[config.mk]
export PLATFORM = sky130hd
export DESIGN_NAME = spi_txn_scheduler
export DESIGN_NICKNAME = d
export VERILOG_FILES = /design/src/rtl/spi_txn_scheduler.sv
export SDC_FILE = /design/constraint.sdc
export NUM_CORES = 1
export LEC_CHECK = 0
export ABC_AREA = 1
export CORE_ASPECT_RATIO = 1.2
export CORE_MARGIN = 5
export CORE_UTILIZATION = 45
export CTS_BUF_LIST = sky130_fd_sc_hd__clkbuf_4 sky130_fd_sc_hd__clkbuf_8
export DETAILED_ROUTE_END_ITERATION = 16
export PLACE_DENSITY = 0.79
export SETUP_SLACK_MARGIN = 0.3
export SLEW_MARGIN = 40
export SYNTH_ARGS = -nofsm -noshare
export SYNTH_HDL_FRONTEND = slang
export SYNTH_SLANG_ARGS = --single-unit
[constraint.sdc]
create_clock -name clk -period 2.43 [get_ports clk]
set_input_delay 0.486 -clock clk [delete_from_list [all_inputs] [get_ports clk]]
set_output_delay 0.486 -clock clk [all_outputs]
set_load 0.05 [all_outputs]
[src/rtl/spi_txn_scheduler.sv]
// Round-robin scheduler sharing one SPI master between NUM_REQS requesters.
// Each grant covers a whole transaction: accept, launch, wait for done/timeout, respond.
module spi_txn_scheduler #(
  parameter int NUM_REQS = 5,
  parameter int DATA_W   = 16,
  parameter int TMO_CYC  = 255
) (
  input  logic                          clk,
  input  logic                          reset,
  input  logic [NUM_REQS-1:0]           req_valid,
  input  logic [NUM_REQS*DATA_W-1:0]    req_wdata,
  output logic [NUM_REQS-1:0]           req_ready,
  output logic [NUM_REQS-1:0]           rsp_valid,
  input  logic [NUM_REQS-1:0]           rsp_ready,
  output logic [DATA_W-1:0]             rsp_rdata,
  output logic                          rsp_err,
  output logic                          spi_start,
  output logic [DATA_W-1:0]             spi_wdata,
  input  logic                          spi_busy,
  input  logic                          spi_done,
  input  logic [DATA_W-1:0]             spi_rdata,
  output logic [$clog2(NUM_REQS)-1:0]   owner_id
);

  localparam int IDX_W = $clog2(NUM_REQS);
  localparam int CNT_W = $clog2(TMO_CYC + 1);
  localparam logic [CNT_W-1:0] TMO_LAST = CNT_W'(TMO_CYC - 1);

  typedef enum logic [1:0] {
    ST_IDLE   = 2'd0,
    ST_LAUNCH = 2'd1,
    ST_WAIT   = 2'd2,
    ST_RESP   = 2'd3
  } state_t;

  function automatic logic [NUM_REQS-1:0] onehot(input logic [IDX_W-1:0] idx);
    onehot = {{(NUM_REQS-1){1'b0}}, 1'b1} << idx;
  endfunction

  function automatic logic [NUM_REQS-1:0] rotl1(input logic [NUM_REQS-1:0] v);
    rotl1 = {v[NUM_REQS-2:0], v[NUM_REQS-1]};
  endfunction

  state_t               state_r, state_nxt;
  logic [NUM_REQS-1:0]  ptr_r, ptr_nxt;
  logic [IDX_W-1:0]     owner_r, owner_nxt;
  logic [DATA_W-1:0]    spi_wdata_r, wdata_nxt;
  logic                 spi_start_r, start_nxt;
  logic [CNT_W-1:0]     cnt_r, cnt_nxt;
  logic [NUM_REQS-1:0]  rsp_valid_r, rsp_valid_nxt;
  logic [DATA_W-1:0]    rsp_rdata_r, rsp_rdata_nxt;
  logic                 rsp_err_r, rsp_err_nxt;

  logic                 found_s;
  logic [IDX_W-1:0]     win_s;
  logic [DATA_W-1:0]    win_data_s;
  logic [NUM_REQS-1:0]  grant_s;

  // Round-robin pick: walk two laps of the request vector, only counting hits after ptr
  always_comb begin
    logic seen_v;
    logic hit_v;
    int   j;
    seen_v     = 1'b0;
    hit_v      = 1'b0;
    j          = 0;
    found_s    = 1'b0;
    win_s      = '0;
    win_data_s = '0;
    for (int i = 0; i < 2 * NUM_REQS; i++) begin
      j          = i % NUM_REQS;
      seen_v     = seen_v | ptr_r[j];
      hit_v      = seen_v & ~found_s & req_valid[j];
      win_s      = hit_v ? IDX_W'(j) : win_s;
      win_data_s = hit_v ? req_wdata[j*DATA_W +: DATA_W] : win_data_s;
      found_s    = found_s | hit_v;
    end
  end

  // Next-state and next-register values for the transaction FSM
  always_comb begin
    state_nxt     = state_r;
    ptr_nxt       = ptr_r;
    owner_nxt     = owner_r;
    wdata_nxt     = spi_wdata_r;
    start_nxt     = 1'b0;
    cnt_nxt       = cnt_r;
    rsp_valid_nxt = rsp_valid_r;
    rsp_rdata_nxt = rsp_rdata_r;
    rsp_err_nxt   = rsp_err_r;
    grant_s       = '0;
    case (state_r)
      ST_IDLE: begin
        if (found_s) begin
          grant_s   = onehot(win_s);
          owner_nxt = win_s;
          wdata_nxt = win_data_s;
          state_nxt = ST_LAUNCH;
        end else begin
          grant_s   = '0;
        end
      end
      ST_LAUNCH: begin
        cnt_nxt = '0;
        if (!spi_busy) begin
          start_nxt = 1'b1;
          state_nxt = ST_WAIT;
        end else begin
          state_nxt = ST_LAUNCH;
        end
      end
      ST_WAIT: begin
        cnt_nxt = cnt_r + CNT_W'(1);
        // A done landing on the last allowed cycle still counts as success
        if (spi_done) begin
          rsp_rdata_nxt = spi_rdata;
          rsp_err_nxt   = 1'b0;
          rsp_valid_nxt = onehot(owner_r);
          state_nxt     = ST_RESP;
        end else if (cnt_r == TMO_LAST) begin
          rsp_rdata_nxt = '0;
          rsp_err_nxt   = 1'b1;
          rsp_valid_nxt = onehot(owner_r);
          state_nxt     = ST_RESP;
        end else begin
          state_nxt     = ST_WAIT;
        end
      end
      ST_RESP: begin
        if (rsp_ready[owner_r]) begin
          rsp_valid_nxt = '0;
          rsp_err_nxt   = 1'b0;
          ptr_nxt       = rotl1(onehot(owner_r));
          owner_nxt     = '0;
          state_nxt     = ST_IDLE;
        end else begin
          state_nxt     = ST_RESP;
        end
      end
      default: begin
        state_nxt = ST_IDLE;
      end
    endcase
  end

  // State and datapath registers
  always_ff @(posedge clk or negedge reset) begin
    if (!reset) begin
      state_r     <= ST_IDLE;
      ptr_r       <= {{(NUM_REQS-1){1'b0}}, 1'b1};
      owner_r     <= '0;
      spi_wdata_r <= '0;
      spi_start_r <= 1'b0;
      cnt_r       <= '0;
      rsp_valid_r <= '0;
      rsp_rdata_r <= '0;
      rsp_err_r   <= 1'b0;
    end else begin
      state_r     <= state_nxt;
      ptr_r       <= ptr_nxt;
      owner_r     <= owner_nxt;
      spi_wdata_r <= wdata_nxt;
      spi_start_r <= start_nxt;
      cnt_r       <= cnt_nxt;
      rsp_valid_r <= rsp_valid_nxt;
      rsp_rdata_r <= rsp_rdata_nxt;
      rsp_err_r   <= rsp_err_nxt;
    end
  end

  // The accept strobe is combinational, so mask it while reset is asserted
  assign req_ready = reset ? grant_s : '0;
  assign rsp_valid = rsp_valid_r;
  assign rsp_rdata = rsp_rdata_r;
  assign rsp_err   = rsp_err_r;
  assign spi_start = spi_start_r;
  assign spi_wdata = spi_wdata_r;
  assign owner_id  = owner_r;

endmodule

==> key figures <==
Power and ir drop
  • Tot Pwr: 9.377 mW
  • Lkg Pwr: 3.350 nW
  • Peak VDD IR: 0.8689 mV
  • Power Density: 1410 mW/mm2

Clock tree
  • Worst-Skew Late Latency: 340 ps
  • TritonCTS buffer count: 9
  • Root Buffer: clkbuf_8
  • Deepest clock path buffer count: 2
  • CTS tree: yes
  • H-Tree Level Count: 3
  • Clk slew on worst S/H paths: 60 ps
  • Clk sink count: 57

Floorplanning
  • IO Count: 157
  • Die area: 0.01111 mm2
  • Die Span X: 97.07 um
  • Die height: 114.5 um
  • Row count: 38
  • CORE AREA: 0.008986 mm2
  • Initial Utilization: 0.4556

Run status
  • Outcome: complete, but fails checks
  • Violated checks: negative setup slack

Global route
  • Congestion Overflow GR: 0
  • Via count of the first global-routing pass: 4,877
  • GRT Total Usage: 0.2684
  • First-pass GRT wire length: 24,300 um
  • Largest net degree at the start of global routing: 51
  • Initial antenna violation count: 0

Finish
  • Share of cells above drive strength 1: 0.1708
  • ANT cells: 0
  • Final Non-Filler Cells: 963
  • Area grow syn2layout: 62.50%
  • Final core utilization: 0.7403
  • Fin area: 0.006653 mm2
  • Final net count: 955

Placed design
  • Placed Cells: 932
  • Post-DP HPWL: 11,300 um
  • RD Place Congestion: 0.9245
  • PortBufs: 156
  • Placed cell area: 0.006006 mm2

STA
  • Slack of the critical path: -314.1 ps
  • RSZ-0062 raised after global routing: yes
  • Final hold violation count: 0
  • Final period util: 1.129
  • Clock skew: 4.982 ps
  • Worst-margin pin slew: 600.5 ps
  • Tmin final: 2744 ps
  • Slew headroom: 0.5997
  • Max Clock Freq: 0.3644 GHz
  • Max Slew Vio Count: 0
  • Hold Slack: 147.6 ps
  • # setup viols final: 5

Setup path
  • Buf/Inv on CP: 5
  • Slowest-stage cell, CP: dfrtp_1
  • Worst-path fanout max: 5
  • Max stage delay on crit path: 410 ps
  • Critical path's top delay family: simple AND/OR/NAND/NOR gates
  • CP required: 1940 ps
  • Reg-to-Reg End: spi_wdata[10]
  • CP Capture Type: primary output
  • Worst reg2reg path depth: 14
  • Crit path cell chain: nor2_4 > nand3_1 > nand2_1 > inv_2 > nand2_1 > inv_1 > buf_4 > nor2_1 > nand2_2 > inv_2 > nand2_2 > nor2_4 > buf_8
  • Setup CP Type: register to primary output
  • Flop2flop setup slack: 320 ps
  • Launch point of the worst reg-to-reg path: ptr_r[1]
  • Worst EP arrival: 2260 ps
  • Startpoint types: register

Synthesis
  • Syn Nets: 766
  • Yosys synthesis warning count: 0
  • Synth top area share: 0.3423
  • Flops & latches, synth: 57
  • Sequential-to-total area share from yosys stat: 0.3487
  • Mapped Avg Cell Area: 6.308 um2
  • Cell Area, Synth: 0.004094 mm2
  • Synth area leader: dfrtp_1
  • Largest cells by area after synthesis: dfrtp_1 34%, nand2_1 20%, nand3_1 13%
  • Synth unique cells: 32
  • Gate Count Post-Synth: 649

Route
  • Via density: 5.253
  • Total routed wirelength: 15,560 um
  • Drt drc: 0
  • WL per Instance: 16.15 um
  • Drt pass-1 iters: 4
  • Post-route ant nets: 0
  • Routed via count: 5,059
  • Initial DRC Count: 306

Run
  • Max-cap violation count: 0

Worst hold path
  • Type of the most critical hold path: input pin to async pin
logic make-up after synthesis:
logic type,after synthesis,share of synthesized area
buffers and inverters,106,0.1018
adders and majority gates,7,0.02139
AOI/OAI and AO/OA,28,0.03943
and+or+nand+nor,451,0.4887
DFF,57,0.3487
cells in the mapped netlist:
cell type	instances
ha_1	7
a21boi_0	1
or2_2	1
a21oi_1	8
o22ai_1	1
nand2_2	3
clkbuf_1	13
inv_1	73
nand3_2	1
dfrtp_1	56
buf_2	9
nor3_1	4
nand4_2	1
nand2_4	1
o31ai_1	6
o211ai_1	1
dfstp_2	1
o21ai_0	11
nor2_2	2
inv_2	5
clkinv_1	3
nor3b_1	1
buf_6	1
nor2_4	2
nand2_1	217
nand4_1	24
buf_1	2
and3_1	1
nand3_1	107
nor2_8	2
nand4_4	1
nor2_1	83
repair_timing:
| item | CTS | global route |
|---|---|---|
| gates cloned | 0 | 1 |
| endpoints found under the setup margin | 7 | 38 |
| gates resized for setup | 23 | 69 |
| pin swaps | 7 | 24 |
| hold endpoints to repair | 6 | 0 |
| hold buffers | 1 | 0 |
| setup buffers | 7 | 6 |
sequential cells by signal (all words and copies together) (netlist names):
register   cells
rsp_rdata     16
spi_wdata     16
cnt_r          8
ptr_r          5
rsp_valid      5
owner_id       3
state_r        2
rsp_err        1
spi_start      1
worst max path at each step:
stage	slack (ps)	endpoint	from	depth (start not counted)
after global placement	-250	req_ready[0]	req_valid[0]	13
after global routing	-430	req_ready[0]	ptr_r[1]	13
after detailed placement	-320	req_ready[0]	req_valid[1]	13
after floorplan	-60	req_ready[0]	ptr_r[1]	9
final	-310	req_ready[0]	ptr_r[1]	13
after CTS	-240	req_ready[0]	ptr_r[0]	14
where the power goes:
part	leakage [nW]	switching [mW]	internal, mW
registers	0.733	0.252	1.34
logic	2.50	4.37	2.49
clock network	0.114	0.347	0.578
total	3.35	4.97	4.41
metrics by stage:
| step | setup TNS, ps | setup slack, ps |
|---|---|---|
| after floorplan | -258.3 | -64.58 |
| after global placement | -1097 | -252.4 |
| after detailed placement | -1441 | -324.4 |
| after CTS | -1014 | -235.2 |
| after global routing | -1970 | -434.6 |
| final | -1380 | -314.1 |
per-layer routing:
layer | vias to the layer above | share of wire | track usage
li1 | 2443 | - | -
met1 | 2340 | 0.38 | 0.3204
met2 | 237 | 0.51 | 0.4738
met3 | 39 | 0.071 | 0.05241
met4 | 0 | 0.033 | 0.1114
met5 | - | 0 | 0
final cells by class:
| cell class | count | area (um2) |
|---|---|---|
| multi-input cells | 486 | 2516 |
| fillers | 674 | 2333 |
| repair buffers | 203 | 2031 |
| flip-flops and latches | 57 | 1428 |
| inverters | 81 | 312.8 |
| clock buffers | 14 | 180.2 |
| well taps | 120 | 150.1 |
| clock inverters | 2 | 35.03 |
cell usage in the layout (no fill, tap or decap), types with 12 or more instances in the layout:
master           count
nand2_2             18
nand2_1            190
nand2_4             12
dfrtp_1             56
clkdlybuf4s50_1    145
nand3_1             96
nand4_1             24
buf_4               32
clkbuf_8            12
nor2_1              73
inv_1               69
Note: power is estimated with default switching activity, not from simulation.
